### src/rtl/filter_pkg.sv
// Shared types and constants for the BPM-driven pixel filter bank.
package filter_pkg;

  typedef enum logic [1:0] {
    PASS   = 2'd0,
    THRESH = 2'd1,
    BRIGHT = 2'd2,
    INVERT = 2'd3
  } filter_mode_e;

  typedef enum logic {
    IDLE   = 1'b0,
    ACTIVE = 1'b1
  } frame_state_e;

  localparam int CNT_W = 32;

endpackage

### src/rtl/pixel_filter_lane.sv
// One colour channel of the filter bank: purely combinational per-pixel arithmetic.
module pixel_filter_lane
  import filter_pkg::*;
#(
  parameter int DATA_W = 8
) (
  input  logic [DATA_W-1:0] pix,
  input  logic [DATA_W-1:0] level,
  input  logic [1:0]        mode,
  input  logic              en,
  output logic [DATA_W-1:0] out
);

  // One extra bit so the blend sum never wraps before the halving shift.
  logic [DATA_W:0] sum;

  always_comb begin
    sum = {1'b0, pix} + {1'b0, level};
    out = pix;
    if (en) begin
      case (mode)
        THRESH:  out = (pix >= level) ? {DATA_W{1'b1}} : {DATA_W{1'b0}};
        BRIGHT:  out = DATA_W'(sum >> 1);
        INVERT:  out = ~pix;
        default: out = pix;
      endcase
    end
  end

endmodule

### src/rtl/bpm_pixel_filter_bank.sv
// Two-stage ready/valid pixel filter whose per-frame level tracks a BPM estimate.
module bpm_pixel_filter_bank
  import filter_pkg::*;
#(
  parameter int DATA_W   = 8,
  parameter int CHANNELS = 3,
  parameter int BPM_W    = 8
) (
  input  logic                         clk,
  input  logic                         reset,
  input  logic [CHANNELS*DATA_W-1:0]   s_pix,
  input  logic                         s_valid,
  output logic                         s_ready,
  input  logic                         s_sof,
  input  logic [1:0]                   mode,
  input  logic                         filter_enable,
  input  logic [BPM_W-1:0]             bpm_estimate,
  output logic [CHANNELS*DATA_W-1:0]   m_pix,
  output logic                         m_valid,
  input  logic                         m_ready,
  output logic                         m_sof,
  output logic [DATA_W-1:0]            level,
  output logic [CNT_W-1:0]             frame_pixels,
  output logic                         frame_state
);

  // Handshake: a beat moves on an interface only at a rising clk edge where
  // valid and ready are both high; valid never waits on ready.

  localparam int EW = (BPM_W > DATA_W) ? BPM_W : DATA_W;

  frame_state_e state_q, state_d;

  logic                       s1_valid;
  logic                       s1_sof;
  logic [CHANNELS*DATA_W-1:0] s1_pix;
  logic [1:0]                 s1_mode;
  logic                       s1_en;
  logic [DATA_W-1:0]          s1_level;

  logic [1:0]                 cfg_mode;
  logic                       cfg_en;
  logic [CNT_W-1:0]           beat_cnt;

  logic                       s_fire;
  logic                       s1_adv;
  logic                       m_fire;
  logic [EW-1:0]              bpm_ext;
  logic [DATA_W-1:0]          sat_level;
  logic [1:0]                 beat_mode;
  logic                       beat_en;
  logic [DATA_W-1:0]          beat_level;
  logic [CHANNELS*DATA_W-1:0] lane_out;

  assign s1_adv      = s1_valid && (m_ready || !m_valid);
  assign s_ready     = !s1_valid || s1_adv;
  assign s_fire      = s_valid && s_ready;
  assign m_fire      = m_valid && m_ready;
  assign frame_state = (state_q == ACTIVE);

  assign bpm_ext   = EW'(bpm_estimate);
  assign sat_level = (bpm_ext > EW'({DATA_W{1'b1}})) ? {DATA_W{1'b1}} : bpm_ext[DATA_W-1:0];

  // Config that travels with the beat: fresh on sof, frame config when active,
  // and forced pass-through for stray beats before any frame has started.
  always_comb begin
    beat_mode  = PASS;
    beat_en    = 1'b0;
    beat_level = level;
    if (s_sof) begin
      beat_mode  = mode;
      beat_en    = filter_enable;
      beat_level = sat_level;
    end else if (state_q == ACTIVE) begin
      beat_mode  = cfg_mode;
      beat_en    = cfg_en;
    end
  end

  always_comb begin
    state_d = state_q;
    if (s_fire && s_sof) state_d = ACTIVE;
  end

  always_ff @(posedge clk or negedge reset) begin
    if (!reset) state_q <= IDLE;
    else        state_q <= state_d;
  end

  always_ff @(posedge clk or negedge reset) begin
    if (!reset) begin
      cfg_mode <= PASS;
      cfg_en   <= 1'b0;
      level    <= '0;
    end else if (s_fire && s_sof) begin
      cfg_mode <= mode;
      cfg_en   <= filter_enable;
      level    <= sat_level;
    end
  end

  always_ff @(posedge clk or negedge reset) begin
    if (!reset) begin
      s1_valid <= 1'b0;
      s1_sof   <= 1'b0;
      s1_pix   <= '0;
      s1_mode  <= PASS;
      s1_en    <= 1'b0;
      s1_level <= '0;
    end else if (s_fire) begin
      s1_valid <= 1'b1;
      s1_sof   <= s_sof;
      s1_pix   <= s_pix;
      s1_mode  <= beat_mode;
      s1_en    <= beat_en;
      s1_level <= beat_level;
    end else if (s1_adv) begin
      s1_valid <= 1'b0;
    end
  end

  for (genvar c = 0; c < CHANNELS; c++) begin : g_lane
    pixel_filter_lane #(.DATA_W(DATA_W)) u_lane (
      .pix   (s1_pix[c*DATA_W +: DATA_W]),
      .level (s1_level),
      .mode  (s1_mode),
      .en    (s1_en),
      .out   (lane_out[c*DATA_W +: DATA_W])
    );
  end

  always_ff @(posedge clk or negedge reset) begin
    if (!reset) begin
      m_valid <= 1'b0;
      m_sof   <= 1'b0;
      m_pix   <= '0;
    end else if (s1_adv) begin
      m_valid <= 1'b1;
      m_sof   <= s1_sof;
      m_pix   <= lane_out;
    end else if (m_fire) begin
      m_valid <= 1'b0;
    end
  end

  // The first output beat of a frame closes the previous frame's count.
  always_ff @(posedge clk or negedge reset) begin
    if (!reset) begin
      beat_cnt     <= '0;
      frame_pixels <= '0;
    end else if (m_fire) begin
      if (m_sof) begin
        frame_pixels <= beat_cnt;
        beat_cnt     <= CNT_W'(1);
      end else if (beat_cnt != {CNT_W{1'b1}}) begin
        beat_cnt <= beat_cnt + CNT_W'(1);
      end
    end
  end

endmodule

### config.mk
export PLATFORM = sky130hd
export DESIGN_NAME = bpm_pixel_filter_bank
export DESIGN_NICKNAME = d
export VERILOG_FILES = /design/src/rtl/filter_pkg.sv /design/src/rtl/pixel_filter_lane.sv /design/src/rtl/bpm_pixel_filter_bank.sv
export SDC_FILE = /design/constraint.sdc
export NUM_CORES = 1
export LEC_CHECK = 0
export BUFFER_PORTS_ARGS = -buffer_cell sky130_fd_sc_hd__buf_2
export CORE_ASPECT_RATIO = 1.5
export CORE_MARGIN = 2
export CORE_UTILIZATION = 45
export DETAILED_ROUTE_END_ITERATION = 6
export REMOVE_ABC_BUFFERS = 1
export SETUP_SLACK_MARGIN = 0.5
export SYNTH_ARGS = -nofsm -noshare
export SYNTH_HDL_FRONTEND = slang
export SYNTH_SLANG_ARGS = --single-unit
export TNS_END_PERCENT = 50
### constraint.sdc
create_clock -name clk -period 4.35 [get_ports clk]
set_input_delay 0.2175 -clock clk [delete_from_list [all_inputs] [get_ports clk]]
set_output_delay 0.2175 -clock clk [all_outputs]
set_load 0.005 [all_outputs]
==> out/qor.csv, run 1 <==
stage,metric,value,unit
critical_path,critPathLaunchType,flip-flop,
global_route,antenna_found_initial,1,
critical_path,crit_required,4.65,ns
clock_tree,cts_root_buffer,clkbuf_16,
timing,final_hold_viol_count,0,
floorplanning,die-area,18950,sq um
critical_path,cp_max_fo,7,
critical_path,critPathCaptureType,flip-flop,
timing,whs,0.01945,ns
clock_tree,path_clk_slew,0.06,ns
global_route,overflow,0,
placed_design,dpl.hpwl,15480,um
routing,drtAntennaViolNets,0,
synth,syn_inst,871,
synth,synth_edf_count,0,
final_layout,nFillCells,1650,
final_layout,drive_gt1_share,19.82,%
timing,setup_viol,0,
clock_tree,worstSkewPairLatency,0.43,ns
synth,synth_top_area_share,43.32,%
timing,fin_ws,1.837,ns
synth,syn-cell-area,8030,sq um
floorplanning,ios,108,
final_layout,n_antenna_cell,0,
synth,synthFlopType,dfrtp_1,
timing,fmax,398.0,MHz
power,ir_drop,0.2287,mV
timing,tns,0,ns
routing,drtPass1Iterations,7,
floorplanning,dieHeight,167.6,um
floorplanning,initial_core_util,46.09,%
synth,synth_area_leader_cell,dfrtp_1,
placed_design,gp_congestion,0.9244,
clock_tree,htreeDepth,4,
routing,drt_iter0_drc,317,
timing,rsz0062_at_grt,false,
global_route,grt_max_degree,109,
placed_design,post-place-cells,1164,
synth,synth_warnings,0,
synth,synth_area_leaders,"dfrtp_1, nand2_1, ha_1",
final_layout,fin_cells,1197,
synth,async_flop_share,100.0,%
final_layout,final_util,53.84,%
final_layout,layout.nets,1063,
routing,drc,3,
critical_path,path_class,flip-flop to flip-flop,
critical_path,arrival,2.81,ns
routing,vias_per_cell,5.623,
final_layout,multi_input_area,4299,sq um
timing,fin_crit,2.513,ns
outcome,status,"complete, but fails checks",
global_route,grt_pass1_wl,34510,um
timing,tightest_slew,1.027,ns
placed_design,pre_cts_slack,1.841,ns
flow_run,maxCapViolations,0,
synth,synth-seq-cells,139,
power,p_per_area,503.1,nW/um^2
placed_design,portBuffers,107,
clock_tree,numCtsBuffers,17,
timing,fin_skew,0.009959,ns
floorplanning,die_width,113.1,um
power,p_leak,4.474,nW
floorplanning,core.rowCount,59,
outcome,violations,DRC,
timing,maxSlewViolCount,0,
worst_hold_path,hold_path.class,primary input to flip-flop,
synth,yosys.cell_types.count,58,
timing,slew_headroom,31.52,%
clock_tree,cts.path.max_buffers,2,
final_layout,seqCellArea,3478,sq um
routing,totalWireLength,21280,um
clock_tree,ctsResizeCount,0,
clock_tree,tritoncts,done,
clock_tree,cts_sinks,139,
global_route,grt_pass1_vias,6709,
synth,yosysSeqAreaShare,43.32,%
routing,vias,6731,
global_route,track_usage,22.97,%
synth,synth.avg_cell_area,9.220,sq um
floorplanning,core_area,17420,sq um
routing,wl_per_cell,17.78,um
timing,period_share,57.76,%
clock_tree,cts_setup_buffers,0,
final_layout,area_growth,16.81,%
[routing by layer]
metal  routed length (um)  up-vias  track usage (%)
li1                     -     3252                -
met1                 8166     3253            25.41
met2                11300      161            41.34
met3                  860       63            4.235
met4                  940        2            12.04
met5                   13        -                0
[area by class of cell]
cell class                      instances  share of cell area (%)
Multi-Input combinational cell        665                   45.83
Timing Repair Buffer                  117                   6.603
Tap cell                              213                   2.841
Inverter                               31                   1.240
Clock inverter                         14                   1.721
Sequential cell                       139                   37.08
Clock buffer                           18                   4.682
[what timing repair did]
item                                    4_1_cts  5_1_grt
endpoints found under the setup margin        0        0
endpoints found under the hold margin        46        0
hold buffers                                  1        0
[per-stage QoR]
| stage | area, sq um | power (W) |
|---|---|---|
| after global routing | 9380 | 0.005012 |
| final | 9380 | 0.004719 |
| after global placement | 8770 | 0.003243 |
| after CTS | 9380 | 0.004755 |
| after floorplan | 7891 | 0.002699 |
| after detailed placement | 8770 | 0.003255 |
[critical path: stages (launching register included)]
cell and delay (ns):
dfrtp_1 0.47, ha_1 0.27, fa_1 0.44, a211o_1 0.29, a21oi_1 0.28, mux2_2 0.38
o221ai_1 0.17, a21oi_1 0.09
[final timing paths]
kind / slack, ns / end / cells after the start / startpoint
min: 0.02 / s1_pix[8] / 2 / s_pix[8]
min reg2reg: 0.47 / frame_pixels[11] / 2 / frame_pixels[11]
max reg2reg: 1.84 / m_pix[5] / 7 / s1_level[0]
max in group asynchronous: 2.80 / s1_pix[7] / 3 / reset
max: 1.84 / m_pix[5] / 7 / s1_level[0]
min in group asynchronous: 0.44 / s1_pix[9] / 2 / reset
[registers in the layout (all words and copies together) (netlist names)]
register / count
beat_cnt: 32
cfg_en: 1
cfg_mode: 2
frame_pixels: 32
frame_state: 1
level: 8
m_pix: 24
m_sof: 1
m_valid: 1
s1_en: 1
s1_level: 8
s1_mode: 2
s1_pix: 24
s1_sof: 1
s1_valid: 1
[cells by family (layout without fill, tap and decap cells)]
family,after synthesis,in the layout,share of synthesized area (%)
xor+xnor,28,28,3.054
compound gates,180,180,14.01
simple gates,347,347,20.24
mux,58,58,7.822
buf+inv,67,180,3.179
flops,139,139,43.32
fa+ha+maj,52,52,8.383
[power by group]
| group | internal (W) | leakage, nW | switching (W) | total (W) |
|---|---|---|---|---|
| logic | 0.000629 | 2.46 | 0.000806 | 0.00143 |
| registers | 0.00154 | 1.73 | 0.000272 | 0.00181 |
| clock network | 0.000871 | 0.289 | 0.000606 | 0.00148 |
| total | 0.00303 | 4.47 | 0.00168 | 0.00472 |
[cell usage after synthesis (all sizes together), types with 3 or more instances]
cell type / n
o21ai: 46
or3: 5
buf: 10
nand3b: 4
mux2i: 20
o211ai: 8
o31ai: 4
a211oi: 10
xnor2: 16
nand4: 10
nand2b: 10
ha: 49
fa: 3
o311ai: 5
or4: 5
nand2: 166
a21oi: 49
and4: 3
clkbuf: 26
o22ai: 13
nor2b: 14
o21bai: 4
mux2: 38
dfrtp: 139
o21a: 3
a31oi: 7
a21o: 8
a221oi: 4
xor2: 12
nor3: 21
and2: 5
inv: 30
a22oi: 4
nand3: 14
nor4: 3
and3: 8
nor4b: 4
nor2: 71
[placed cells by master, fill, tap and decap left out, drive strengths merged, types with 4 or more instances in the layout]
master,netlist,layout
o21bai,4,4
and3,8,8
o21ai,46,46
nand2b,10,10
or3,5,5
and2,5,5
xnor2,16,16
nor2,71,71
o211ai,8,8
a22oi,4,4
clkinv,1,7
a31oi,7,7
nor3,21,21
buf,10,116
nand3b,4,4
dfrtp,139,139
o31ai,4,4
xor2,12,12
nand4,10,10
nand2,166,166
a21o,8,8
a221oi,4,4
a211oi,10,10
nand3,14,14
nor4b,4,4
o311ai,5,5
clkbuf,26,18
a21oi,49,49
or4,5,5
mux2i,20,20
ha,49,49
mux2,38,38
inv,30,34
o22ai,13,13
nor2b,14,14
Note: power is estimated with default switching activity, not from simulation.
==> run 2, diff against run 1 <==
- PLACE_DENSITY: unset -> 0.67
- clock period: 4.35 -> 2 ns (I/O delays scaled with it)
==> run 2 against run 1 <==
  * The run ends with DRC, setup timing left
  * Die area is the same
  * Via count up 16%
  * Critical path type unchanged
  * Global-route usage rose by 4.3 points
  * Critical path depth unchanged
  * Total power rose to 2.6 times the previous value
  * Clock power rose by 110%
==> out/qor.csv, run 2 (synthesis results as in run 1) <==
stage,metric,value,unit
outcome,status,"complete, but fails checks",
outcome,violations,"DRC, setup timing",
clock_tree,cts_sinks,139,
routing,vias_per_cell,5.584,
global_route,grt_pass1_wl,40780,um
timing,period_share,108.4,%
clock_tree,tritoncts,done,
global_route,grt_pass1_vias,8115,
floorplanning,core.rowCount,59,
final_layout,layout_commonest_cell,nand2_1,
final_layout,seqCellArea,3485,sq um
critical_path,arrival,2.48,ns
routing,totalWireLength,26060,um
critical_path,critPathCaptureType,flip-flop,
flow_run,maxCapViolations,0,
clock_tree,cts_root_buffer,clkbuf_16,
clock_tree,worstSkewPairLatency,0.44,ns
clock_tree,htreeDepth,4,
power,netSwitchingFraction,36.87,%
critical_path,critPathCapture,m_pix[5],
final_layout,multi_input_area,5299,sq um
placed_design,gp_congestion,0.9396,
critical_path,cp_max_fo,5,
timing,fmax,461.3,MHz
final_layout,top_regs,"beat_cnt x32, frame_pixels x32",
floorplanning,initial_core_util,46.09,%
placed_design,portBuffers,107,
timing,final_hold_viol_count,0,
critical_path,crit_start,s1_level[0],
floorplanning,ios,108,
power,seqPwrFrac,31.1,%
clock_tree,numCtsBuffers,17,
power,p_leak,5.803,nW
final_layout,n_antenna_cell,0,
critical_path,reg2reg_slack,-0.17,ns
worst_hold_path,hold_path.class,primary input to flip-flop,
routing,drc,6,
power,p_comb_share,43.0,%
final_layout,nFillCells,1235,
timing,fin_skew,0.01238,ns
global_route,grt_max_degree,50,
critical_path,r2r_cells,7,
routing,wl_per_cell,18.57,um
critical_path,crit_required,2.31,ns
routing,vias,7834,
power,switching_power,0.004503,W
floorplanning,die-area,18950,sq um
floorplanning,die_width,113.1,um
clock_tree,cts.path.max_buffers,2,
clock_tree,path_clk_slew,0.07,ns
timing,maxSlewViolCount,0,
critical_path,critPathLaunchType,flip-flop,
critical_path,slowest_stage,dfrtp_2,
final_layout,area_growth,52.07,%
floorplanning,core_area,17420,sq um
global_route,track_usage,27.30,%
critical_path,r2r-start,s1_level[0],
placed_design,dpl.hpwl,17070,um
final_layout,layout_common_cells,"nand2_1, buf_4, dfrtp_1, buf_2, nor2_1",
final_layout,drive_gt1_share,41.60,%
placed_design,pre_cts_slack,-0.3519,ns
final_layout,layout.nets,1269,
routing,drt_iter0_drc,432,
critical_path,cp_cell_sequence,"ha_4, fa_2, a211o_1, a21oi_4, mux2_4, o221ai_2, a21oi_2",
power,p_per_area,1000,nW/um^2
timing,fin_crit,2.168,ns
floorplanning,dieHeight,167.6,um
critical_path,crit-reg2reg-capture,m_pix[5],
timing,rsz0062_at_grt,true,
power,p_int,0.007710,W
power,ir_drop,0.6727,mV
power,clkPwrFrac,25.9,%
critical_path,path_class,flip-flop to flip-flop,
routing,drtAntennaViolNets,0,
global_route,antenna_found_initial,0,
global_route,overflow,0,
routing,drtPass1Iterations,7,
timing,fin_ws,-0.1676,ns
timing,setup_viol,22,
timing,tightest_slew,0.4786,ns
final_layout,final_util,70.09,%
timing,slew_headroom,68.09,%
critical_path,slowest_delay,0.46,ns
-- run 2: area by class of cell --
class | count | share of cell area, %
Multi-Input combinational cell | 666 | 43.39
Clock inverter | 15 | 1.250
Tap cell | 213 | 2.182
Sequential cell | 139 | 28.53
Clock buffer | 17 | 3.484
Timing Repair Buffer | 322 | 20.18
Inverter | 31 | 0.9734
-- run 2: repair_timing --
item	in CTS	in global routing
hold endpoints to repair	81	0
hold buffers	37	0
buffers inserted	32	14
cloned	2	0
pin swaps	68	72
endpoints found under the setup margin	87	94
resized for setup	192	68
-- run 2: critical path: cells and delay by family, from the launching register on --
family / cells / cell delay, ns
AOI/OAI and AO/OA: 4 / 0.71
adders and majority gates: 2 / 0.54
DFF: 1 / 0.46
muxes: 1 / 0.33
-- run 2: worst min-delay path by stage --
stage,from,end,cells after the start
floorplan,reset,beat_cnt[0],0
global placement,reset,s1_pix[8],1
detailed placement,reset,s1_pix[8],1
CTS,m_ready,m_valid,3
global route,m_ready,m_valid,3
finish,m_ready,m_valid,3
-- run 2: per-stage QoR --
step	total power, W	std cells	area, sq um	setup TNS (ns)	hold slack [ns]
floorplan	0.005871	835	7891	-4.520	-0.1956
global route	0.01285	1403	12210	-3.312	0.09711
finish	0.01221	1403	12210	-1.595	0.04809
global placement	0.007736	1286	9773	-3.749	0.07148
CTS	0.01178	1389	11800	-1.592	0.02376
detailed placement	0.007821	1286	9773	-4.279	0.07491
-- run 2: power by group through the flow --
| stage | registers (W) | clock network (W) | logic, W |
|---|---|---|---|
| detailed placement | 0.00378 | 0 | 0.00404 |
| global route | 0.00386 | 0.00330 | 0.00569 |
| finish | 0.00379 | 0.00316 | 0.00526 |
| CTS | 0.00378 | 0.00321 | 0.00478 |
| floorplan | 0.00387 | 0 | 0.00200 |
| global placement | 0.00377 | 0 | 0.00396 |
-- run 2: layer usage --
layer | GRT usage [%] | part of all wire (%) | vias up
met5 | 0 | 0 | -
met4 | 14.05 | 5.5 | 0
met3 | 4.524 | 4.7 | 109
met2 | 49.65 | 53 | 271
met1 | 30.18 | 37 | 3778
li1 | - | - | 3676
